==> config.mk <==
export PLATFORM = sky130hd
export DESIGN_NAME = retry_start
export DESIGN_NICKNAME = d
export VERILOG_FILES = /design/src/rtl/retry_start.sv
export SDC_FILE = /design/constraint.sdc
export NUM_CORES = 1
export LEC_CHECK = 0
export BUFFER_PORTS_ARGS = -buffer_cell sky130_fd_sc_hd__buf_2
export CAP_MARGIN = 30
export CORE_AREA = 2 2 39 41
export DETAILED_ROUTE_END_ITERATION = 7
export DIE_AREA = 0 0 41 43
export SLEW_MARGIN = 20
export SYNTH_ARGS = -nofsm -noshare
export SYNTH_HDL_FRONTEND = slang
export SYNTH_SLANG_ARGS = --single-unit
==> constraint.sdc <==
create_clock -name clk_i -period 1.6 [get_ports clk_i]
set_input_delay 0.08 -clock clk_i [delete_from_list [all_inputs] [get_ports clk_i]]
set_output_delay 0.08 -clock clk_i [all_outputs]
set_load 0.05 [all_outputs]
==> src/rtl/retry_start.sv <==
// Pass-through stage with an ID-indexed replay buffer. Retries replay a stored payload downstream.
// Optional replay statistics counter enabled by defining RETRY_START_STATS_EN.
module retry_start #(
    parameter type         DataType = logic,
    parameter int unsigned IDSize   = 1
) (
    input  logic              clk_i,
    input  logic              rst_i,
    input  DataType           data_i,
    input  logic              valid_i,
    output logic              ready_o,
    output DataType           data_o,
    output logic [IDSize-1:0] id_o,
    output logic              valid_o,
    input  logic              ready_i,
    input  logic [IDSize-1:0] retry_id_i,
    input  logic              retry_valid_i,
    output logic              retry_ready_o
`ifdef RETRY_START_STATS_EN
    ,
    output logic [15:0]       retry_count_o
`endif
);

    localparam int unsigned Depth = 1 << IDSize;

    typedef enum logic {
        PASS,
        REPLAY
    } mode_t;

    mode_t             mode_q;
    logic [IDSize-1:0] id_q;
    logic [IDSize-1:0] pend_id_q;
    DataType           mem [Depth];

    logic pend;
    logic pass_xfer;
    logic retry_take;
    logic replay_done;

    assign pend          = (mode_q == REPLAY);
    assign retry_ready_o = !pend || ready_i;
    assign pass_xfer     = !pend && valid_i && ready_i;
    assign retry_take    = retry_valid_i && retry_ready_o;
    assign replay_done   = pend && ready_i;

    always_comb begin
        data_o  = data_i;
        id_o    = id_q;
        valid_o = valid_i;
        ready_o = ready_i;
        if (pend) begin
            data_o  = mem[pend_id_q];
            id_o    = pend_id_q;
            valid_o = 1'b1;
            ready_o = 1'b0;
        end
    end

    // A retry captured alongside a PASS write to the same entry reads the new
    // data, since the replay is presented only from the following cycle.
    always_ff @(posedge clk_i or posedge rst_i) begin
        if (rst_i) begin
            mode_q    <= PASS;
            id_q      <= '0;
            pend_id_q <= '0;
            mem       <= '{default: '0};
        end else begin
            if (pass_xfer) begin
                mem[id_q] <= data_i;
                id_q      <= id_q + 1'b1;
            end
            if (retry_take) begin
                mode_q    <= REPLAY;
                pend_id_q <= retry_id_i;
            end else if (replay_done) begin
                mode_q <= PASS;
            end
        end
    end

`ifdef RETRY_START_STATS_EN
    always_ff @(posedge clk_i or posedge rst_i) begin
        if (rst_i) begin
            retry_count_o <= '0;
        end else if (replay_done && (retry_count_o != 16'hFFFF)) begin
            retry_count_o <= retry_count_o + 16'd1;
        end
    end
`endif

endmodule
# After elaboration in Yosys (flattened, before gate mapping)
# Cells that the tools add are included.
[op_classes] addsub=1 mul=0 n_div=0 n_lt_le_gt_ge=3 eq_ne=0 shift=0 mux=12 n_bitwise=2 reduce_logical=8
[ops] cell="1-bit 2-to-1 mux" n=10
[ops] cell="1-bit logical AND" n=5
[ops] cell="2-bit greater-or-equal comparator (second input constant)" n=2
[ops] cell="1-bit inverter with 2-bit output" n=2
[ops] cell="2-bit bitwise mux" n=1
[ops] cell="2-bit by 1-bit < comparator with 1-bit output (second input constant)" n=1
[ops] cell="2-bit nonzero test" n=1
[ops] cell="1-bit adder (second input constant)" n=1
[ops] cell="1-bit demux with 1-bit select" n=1
[ops] cell="1-bit zero test" n=1
[ops] cell="1-bit logical OR" n=1
[totals] regBits=5 latch_bits=0 mem_bits_rw=0 rom_bits=0 input_bits=7 out_inout_bits=5 mem_count=0

# Longest topological paths before layout
# Gate-level depths: netlist of run 1.
[depth] word_depth=6 mapped_depth=3 depth_no_buf=3

# Least setup slack after synthesis of run 1
# No wires, ideal clock.
[synth_timing] path_kind="register -> register" startpoint="register mode_q" endpoint="register pend_id_q" t_arrival_ps=1258 required_time_ps=1475 slack_ps=218 stages_incl_launch_ff=4 n_path_buf=0 period_less_slack_ps=1382 cell_sequence="dfrtp_1 nand2b_1 nand2_1 mux2_2"
[synth_via] elab_chain_cells=3
[synth_lines] element="start, declared" line="32" text="mode_t mode_q;"
[synth_lines] element="start signal, assigned" line="65" text="mode_q <= PASS;"
[synth_lines] element="start signal, assigned" line="75" text="mode_q <= REPLAY;"
[synth_lines] element="start signal, assigned" line="78" text="mode_q <= PASS;"
[synth_lines] element="1-bit zero test" line="43" text="assign retry_ready_o = !pend || ready_i;"
[synth_lines] element="1-bit logical OR" line="43"
[synth_lines] element="via retry_ready_o" line="18" text="output logic retry_ready_o"
[synth_lines] element="1-bit logical AND" line="45" text="assign retry_take = retry_valid_i && retry_ready_o;"
[synth_lines] element="end signal, assigned" line="76" text="pend_id_q <= retry_id_i;"
[synth_lines] element="end, declared" line="34" text="logic [IDSize-1:0] pend_id_q;"
# The timed path passes the listed nets, and every way through them passes these cells.
# A chain may end at the register's enable or synchronous reset.

# Worst setup path after layout of run 1
[layout_timing] startpoint="register mode_q" endpoint="output port id_o"
[layout_via] elab_chain_cells=1
[layout_lines] element="1-bit 2-to-1 mux" line="53" text="if (pend) begin"
[layout_lines] element="end, declared" line="13" text="output logic [IDSize-1:0] id_o,"
# No other way between the ends.

==> results.txt, run 1 <==
Most frequent cells in the layout: buf_2, dfrtp_1, inv_1, clkbuf_4
Placed cell area: 342 sq um
Vias/cell: 3.84
Ant. Diodes: 0
Initial antenna violation count: 0
Post-synthesis cell count: 24
Yosys reg bits: 5
CTS root buffer: clkbuf_4
Final wirelength: 499 um
Total gr overflow: 0
R2R Setup Slk: 0.41 ns
Crit path DAT: 1.25 ns
Hold WS: 0.0418 ns
Max-Slew Margin vs Limit: 83.5%
Worst-Margin Slew: 0.250 ns
Commonest non-fill, non-tap cell in the layout: buf_2
Global-route wire length before repair: 752 um
Layout Skew: 0.00817 ns
I/O pin total: 12
Netlist cell types: 15
H-tree Lvls: 1
Met2 routed WL: 238 um
Clock sinks: 5
RSZ-0062 raised after global routing: no
Hold crit path type: in -> reg
Setup Fix Bufs, Post-CTS: 0
Average wire per standard cell: 8.91 um
Setup TNS: 0 ns
Fill cell count: 150
Crit. End Element: primary output
Cells on worst reg2reg path: 3
Syn_nets: 31
Max_cap viols: 0
Worst skew pair latency: 0.24 ns
Proportion of layout cells with a drive suffix above 1: 47.5%
DRC viols: 0
Final core utilization: 27.3%
CP max stage delay: 0.44 ns
Worst path cell trace: mux2_2, buf_2
CP max stage cell: dfrtp_1
Non-Filler Instances: 56
ANT nets after route: 0
Sequential fraction of the synthesis area: 46.9%
Setup crit start: mode_q
Vias in the first global route: 188
# port buffers: 11
Final setup fails: 0
Fmax: 752 MHz
Leakage power: 0.196 nW
Power, Total: 552 uW
Fin. Hold Viols: 0
GRT Overall Usage: 7.16%
WHS Path Cells: 2
Num CTS Buffers: 3
Chip height: 43 um
Drt pass-1 iters: 4
Final GP Congestion: 0.670
R2R Path End: mem[1]
CTS clk-pin slew, worst paths: 0.05 ns
Post-Synthesis Cell Area: 267 sq um
Fin crit share: 83.1%
Final instance area: 378 sq um
Worst path bufs/invs: 1
Setup ws final: 0.270 ns
Max-slew violations: 0
Dpl hpwl: 419 um
Max rail drop VDD: 467 uV
Mean Syn Cell Area: 11.1 sq um
Clk buf depth: 2
CTS tree: yes
Largest net degree at the start of global routing: 8
CP Max Fanout: 7
Syn-to-layout area delta: 41.8%
Pre-CTS setup slack: 0.419 ns
Die area: 1760 sq um
Num rows: 14
R2r startpoint: mode_q
Yosys warns: 0
Met3 wire length: 58 um
# nets final: 48
Final min period: 1.33 ns
Pwr per Cell Area: 1460 nW/um^2
Die width: 41 um
Met1 wire length: 202 um
Status: finished clean
Worst setup SP type: flip-flop
CP required: 1.52 ns
Crit path kind: reg -> out
Vias: 215
Highest Signal Layer: met3
Hold path startpoint: retry_valid_i
Core area: 1380 sq um
Top delay family on crit path: flip-flops
Inst Count DP: 51
Initial DRC count: 3
Initial Util: 19.3%
Hold EP: mode_q
## final cells by class
type                    count  area, sq um  share of cell area (%)
well taps                  16         20.0                    5.30
multi-input cells          16          130                    34.4
clock buffers               4         26.3                    6.95
repair buffers             12         65.1                    17.2
flip-flops and latches      5          125                    33.1
inverters                   3         11.3                    2.98
## routing by layer
layer / global-route usage (%) / vias up
met5: 0 / -
met1: 7.84 / 95
li1: - / 109
met3: 7.85 / 0
met2: 8.13 / 11
met4: 4.00 / 0
## cell usage after synthesis
library cell  number  area (sq um)
xnor2_1            1          8.76
o21ai_0            1          5.00
or2_2              1          6.26
nand2b_1           2          12.5
nand2_1            1          3.75
nand3b_4           1          20.0
inv_1              3          11.3
nor2_1             2          7.51
nor2b_1            1          6.26
o31ai_1            1          7.51
dfrtp_1            5           125
mux2_4             1          15.0
mux2i_1            1          10.0
a21oi_1            1          5.00
mux2_2             2          22.5
## worst max path at each step
| stage | endpoint | slack, ns | cells after the start |
|---|---|---|---|
| 2_1_floorplan | pend_id_q | 0.22 | 3 |
| 3_3_place_gp | mem[1] | 0.44 | 3 |
| 3_5_place_dp | mem[1] | 0.42 | 3 |
| 4_1_cts | id_o | 0.26 | 2 |
| 5_1_grt | id_o | 0.21 | 2 |
| 6_report | id_o | 0.27 | 2 |
## state kept, by name, indices dropped and copies added (netlist names)
register   flops
id_q           1
mem            2
mode_q         1
pend_id_q      1
## power by group
group	internal (mW)	switching [mW]
logic	0.0789	0.125
registers	0.170	0.0332
clock network	0.0943	0.0513
## timing repair
| action | 4_1_cts | 5_1_grt |
|---|---|---|
| resized for setup | 0 | 0 |
| hold buffers | 1 | 0 |
| hold endpoints to repair | 5 | 0 |
| endpoints found under the setup margin | 0 | 0 |
## logic make-up after synthesis
logic type | share of synthesized area [%]
flip-flops | 46.9
XOR/XNOR | 3.29
multiplexers | 17.8
AND/OR/NAND/NOR | 21.1
AO/OA/AOI/OAI | 6.57
buffers and inverters | 4.23
(Power assumes the default switching activity.)
==> run 2: changes to the inputs <==
clock period = 1.3 ns   (was 1.6 ns; I/O delays follow)
==> run 2 against run 1 <==
First-iteration DRC count stayed put. Cell count is 1.8% higher. Clock power is 23% higher. Hold slack hardly changed. Global-route usage is 0.90 points higher. Sequential share of layout area is 2.4 points lower. Largest cell class unchanged. Highest routed layer unchanged. Via count is 0.93% lower. Total power is 27% higher.
==> results.txt, run 2 (synthesis results as in run 1) <==
Status: finished clean
Initial antenna violation count: 0 (unchanged)
Crit. End Element: primary output
Num CTS Buffers: 3 (unchanged)
Fin. Hold Viols: 0 (unchanged)
Largest net degree at the start of global routing: 6 (-2)
Crit path kind: reg -> out
Hold crit path type: in -> reg
Non-Filler Instances: 57 (+1.8%)
Dpl hpwl: 431 um (+2.9%)
Worst setup SP type: flip-flop
CTS clk-pin slew, worst paths: 0.04 ns (about the same)
Setup TNS: 0 ns (unchanged)
Hold EP: mode_q
GR Util met3: 7.85% (unchanged)
WHS Path Cells: 2 (unchanged)
GRT Overall Usage: 8.06% (+0.90 points)
Global-route wire length before repair: 862 um (+15%)
Most frequent cells in the layout: buf_2, dfrtp_1, inv_1, clkbuf_4
Worst path cell trace: mux2i_1, a21oi_2, buf_2
Number of flip-flops in the largest register: 2 (unchanged)
Cells on worst reg2reg path: 3 (unchanged)
R2r startpoint: mode_q
Max_cap viols: 0 (unchanged)
Max rail drop VDD: 760 uV (+63%)
Chip height: 43 um (unchanged)
GR peak layer: met2
R2R Path End: mem[1]
Inst Count DP: 52 (+2.0%)
Num rows: 14 (unchanged)
Commonest non-fill, non-tap cell in the layout: buf_2
Clk buf depth: 2 (unchanged)
Final min period: 1.25 ns
Max-slew violations: 0 (unchanged)
I/O pin total: 12 (unchanged)
Final setup fails: 0 (unchanged)
Core area: 1380 sq um (unchanged)
R2R Setup Slk: 0.18 ns (-0.23 ns)
Setup Fix Bufs, Post-CTS: 0 (unchanged)
Max-Slew Margin vs Limit: 83.5% (about the same)
Pwr per Cell Area: 1710 nW/um^2 (+17%)
Leakage power: 0.208 nW (+6.3%)
Fill cell count: 151 (+0.67%)
RSZ-0062 raised after global routing: no
Layout Skew: 0.00394 ns (-0.00424 ns)
Die area: 1760 sq um (unchanged)
CP required: 1.24 ns (-0.28 ns)
Hold path startpoint: retry_valid_i
CP max stage cell: dfrtp_1
DRC viols: 0 (unchanged)
Die width: 41 um (unchanged)
Fmax: 800 MHz
ANT nets after route: 0 (unchanged)
Crit path DAT: 1.18 ns (-0.07 ns)
Proportion of layout cells with a drive suffix above 1: 53.7% (+6.2 points)
Ant. Diodes: 0 (unchanged)
Largest Register: mem
H-tree Lvls: 1 (unchanged)
Syn-to-layout area delta: 53.1%
CTS root buffer: clkbuf_4
Drt pass-1 iters: 2 (-2)
Fin crit share: 96.1%
Vias in the first global route: 218 (+16%)
Vias/cell: 3.74 (-2.7%)
Vias: 213 (-0.93%)
Clock sinks: 5 (unchanged)
Final wirelength: 519 um (+4.0%)
Power, Total: 699 uW (+27%)
Final GP Congestion: 0.624 (-6.8%)
# nets final: 49 (+2.1%)
CP max stage delay: 0.40 ns (-0.04 ns)
Total gr overflow: 0 (unchanged)
Initial Util: 19.3% (unchanged)
Worst skew pair latency: 0.24 ns (about the same)
CP Max Fanout: 3 (-4)
CTS tree: yes
# port buffers: 11 (unchanged)
Worst-Margin Slew: 0.249 ns (-0.00108 ns)
Initial DRC count: 3 (unchanged)
Average wire per standard cell: 9.11 um (+2.2%)
M2 GR Usage: 10.6% (+2.5 points)
M1 GR Usage: 8.14% (+0.30 points)
[run 2: cell count changes in the layout (fill, tap and decap cells not counted), sizes merged]
cell and change:
buf +1
[run 2: worst max path at each step]
stage                     slack (ns)      start  depth (start not counted)        end
after global placement          0.20     mode_q                          3     mem[1]
final                           0.05  pend_id_q                          3     data_o
after detailed placement        0.19     mode_q                          3     mem[1]
after global routing           0.002  pend_id_q                          3     data_o
after floorplan                 0.06     mode_q                          3  pend_id_q
after CTS                       0.03  pend_id_q                          3     data_o
[run 2: what timing repair did]
action                                 CTS  global route
setup endpoints to repair                1             0
hold buffers                             1             0
resized for setup                        5             0
endpoints found under the hold margin    5             0
[run 2: area by class of cell]
| type | instances | area [sq um] | share of cell area [%] |
|---|---|---|---|
| clock buffer | 4 | 26.3 | 6.44 |
| inverter | 3 | 11.3 | 2.76 |
| multi-input combinational | 16 | 139 | 34.0 |
| sequential | 5 | 125 | 30.7 |
| tap | 16 | 20.0 | 4.91 |
| timing repair buffer | 13 | 86.3 | 21.2 |
[run 2: through the flow]
step	setup WS (ns)	hold slack (ns)	util (%)	instance area, sq um
finish	0.0507	0.0420	29.5	408
global route	0.00158	0.0528	29.5	408
CTS	0.0336	0.0418	29.5	408
detailed placement	0.189	-0.0267	25.7	355
global placement	0.201	-0.0251	25.7	355
floorplan	0.0590	-0.156	-	273
[run 2: routing by layer]
metal  up-vias  wire length (um)  part of all wire (%)
li1        112                 -                     -
met1        93               213                    41
met2         8               251                    48
met3         0                53                    10
met4         0                 0                     0
met5         -                 0                     0
[run 2: power by group]
| part | leakage (nW) | switching, mW | total, mW | internal (mW) |
|---|---|---|---|---|
| combinational | 0.135 | 0.160 | 0.269 | 0.109 |
| clock | 0.0150 | 0.0635 | 0.180 | 0.116 |
| sequential | 0.0587 | 0.0406 | 0.250 | 0.209 |
[run 2: worst max-delay path, delay by kind of cell, from the launching register on]
kind,cells,cell delay (ns)
flops,1,0.40
mux,1,0.14
compound gates,1,0.13
buf+inv,1,0.27
==> run 3: changes to the inputs <==
CTS_BUF_LIST = sky130_fd_sc_hd__clkbuf_2 sky130_fd_sc_hd__clkbuf_4 sky130_fd_sc_hd__clkbuf_8   (was not set)
==> run 3 against run 2 <==
Hold slack better by 0.00087 ns. Clock power up 13%. Register-to-register slack about the same. Die area unchanged. Sequential share of layout area down 0.46 points. Clock skew up 0.00066 ns. Cell count unchanged. Maximum frequency up 1.3%. Global-route usage up 0.81 points. Count of clock-buffer cells in the layout unchanged. First-iteration DRC count down 100%. Combinational power up 3%. Critical path type unchanged. Critical endpoint is now valid_o. Largest power group unchanged.
==> results.txt, run 3 (synthesis results as in run 1) <==
Global-route wire length before repair: 945 um (+9.6%)
Layout Skew: 0.00460 ns (+0.000663 ns)
RSZ-0062 raised after global routing: no
Max rail drop VDD: 770 uV (+1.3%)
Initial antenna violation count: 0 (unchanged)
Power share of the clock group: 27.8% (+2.1 points)
Most frequent cells in the layout: buf_2, clkbuf_4, dfrtp_1
Ant. Diodes: 0 (unchanged)
WHS Path Cells: 2 (unchanged)
DRC viols: 0 (unchanged)
Final wirelength: 564 um (+8.7%)
Dpl hpwl: 431 um (unchanged)
Worst setup SP type: flip-flop
Largest net degree at the start of global routing: 6 (unchanged)
Vias: 218 (+2.3%)
Crit path DAT: 1.17 ns (about the same)
Final min period: 1.23 ns (-0.0159 ns)
Core area: 1380 sq um (unchanged)
I/O pin total: 12 (unchanged)
Final setup fails: 0 (unchanged)
Drt pass-1 iters: 1 (-1)
Max_cap viols: 0 (unchanged)
Final GP Congestion: 0.624 (unchanged)
Die area: 1760 sq um (unchanged)
Num rows: 14 (unchanged)
CTS clk-pin slew, worst paths: 0.04 ns (about the same)
Vias/cell: 3.82 (+2.3%)
Die width: 41 um (unchanged)
Cells on worst reg2reg path: 3 (unchanged)
Final instance area: 414 sq um (+1.5%)
Vias in the first global route: 222 (+1.8%)
Max-Slew Margin vs Limit: 83.6% (about the same)
Number of flip-flops in the largest register: 2 (unchanged)
Gate power share: 38.0% (-0.6 points)
Crit path kind: reg -> out
Largest Register: mem
Fin crit share: 94.9% (-1.2 points)
Hold crit path type: in -> reg
Initial DRC count: 0 (-3)
Crit. End Element: primary output
ANT nets after route: 0 (unchanged)
Setup Fix Bufs, Post-CTS: 0 (unchanged)
Leakage power: 0.212 nW (+1.9%)
Multi-input gate area: 139 sq um (unchanged)
CTS tree: yes
Reg power frac: 34.2% (-1.5 points)
Worst skew pair latency: 0.25 ns (about the same)
# port buffers: 11 (unchanged)
Commonest non-fill, non-tap cell in the layout: buf_2
Status: finished clean
CTS root buffer: clkbuf_4
Max-slew violations: 0 (unchanged)
Clock sinks: 5 (unchanged)
Initial Util: 19.3% (unchanged)
Fill cell count: 151 (unchanged)
Average wire per standard cell: 9.89 um (+8.7%)
Chip height: 43 um (unchanged)
Num CTS Buffers: 3 (unchanged)
Setup TNS: 0 ns (unchanged)
Register Area: 125 sq um (unchanged)
# nets final: 49 (unchanged)
Worst-Margin Slew: 0.248 ns (-0.000963 ns)
Fmax: 811 MHz (+1.3%)
Fin. Hold Viols: 0 (unchanged)
H-tree Lvls: 1 (unchanged)
Placed cell area: 355 sq um (unchanged)
Internal Power: 461 uW (+6.1%)
Proportion of layout cells with a drive suffix above 1: 56.1% (+2.4 points)
Syn-to-layout area delta: 55.4%
Clk buf depth: 2 (unchanged)
GRT Overall Usage: 8.87% (+0.81 points)
CP Max Fanout: 5 (+2)
Pwr per Cell Area: 1760 nW/um^2 (+2.9%)
Total gr overflow: 0 (unchanged)
Switching power: 269 uW (+1.8%)
CP required: 1.24 ns (about the same)
Sw frac: 36.8% (-0.98 points)
-- run 3: changes by cell type in the layout (fill, tap and decap cells not counted), sizes merged --
cell,previous run,this run
buf,12,11
clkbuf,4,5
-- run 3: what timing repair did --
item                                    CTS  global route
endpoints found under the hold margin     5             0
pin swaps                                 0             0
resized for setup                         5             1
endpoints found under the setup margin    1             1
hold buffers                              1             0
cloned                                    0             0
-- run 3: metrics by stage --
step	utilization, %	worst slack (ns)	hold WS [ns]	power [mW]	std cells
2_1_floorplan	-	0.0590	-0.156	0.451	24
3_3_place_gp	25.7	0.201	-0.0251	0.511	52
3_5_place_dp	25.7	0.189	-0.0267	0.517	52
4_1_cts	29.7	0.0250	0.0418	0.740	57
5_1_grt	29.9	0.0145	0.0537	0.781	57
6_report	29.9	0.0667	0.0429	0.730	57
-- run 3: routing by layer --
| layer | GRT usage, % | vias to the layer above | share of wire [%] |
|---|---|---|---|
| li1 | - | 113 | - |
| met1 | 8.79 | 93 | 37 |
| met2 | 12.5 | 9 | 50 |
| met3 | 7.85 | 3 | 9.9 |
| met4 | 4.00 | 0 | 2.3 |
| met5 | 0 | - | 0 |
-- run 3: worst paths after layout --
| path | start | endpoint | slack, ns |
|---|---|---|---|
| setup / recovery | mode_q | valid_o | 0.07 |
| hold / removal | retry_valid_i | mode_q | 0.04 |
| setup reg to reg | mode_q | mem[1] | 0.18 |
| hold reg to reg | id_q | id_q | 0.52 |
| max in group asynchronous | rst_i | id_q | 0.86 |
| min in group asynchronous | rst_i | mem[1] | 0.26 |
-- run 3: critical path, stage by stage (launching register included) --
cell and delay, ns:
dfrtp_1 0.39, buf_6 0.14, or2_4 0.24, buf_8 0.15
-- run 3: power by group through the flow --
stage	combinational [mW]	sequential, mW	clock [mW]
after floorplan	0.209	0.242	0
after global placement	0.261	0.250	0
after detailed placement	0.265	0.252	0
after CTS	0.276	0.251	0.213
after global routing	0.298	0.259	0.224
final	0.277	0.250	0.203
-- run 3: area by class of cell --
type                       instances  share of cell area (%)
clock buffer                       4                    7.25
inverter                           3                    2.72
multi-input combinational         16                    33.5
sequential                         5                    30.2
tap                               16                    4.83
timing repair buffer              13                    21.5
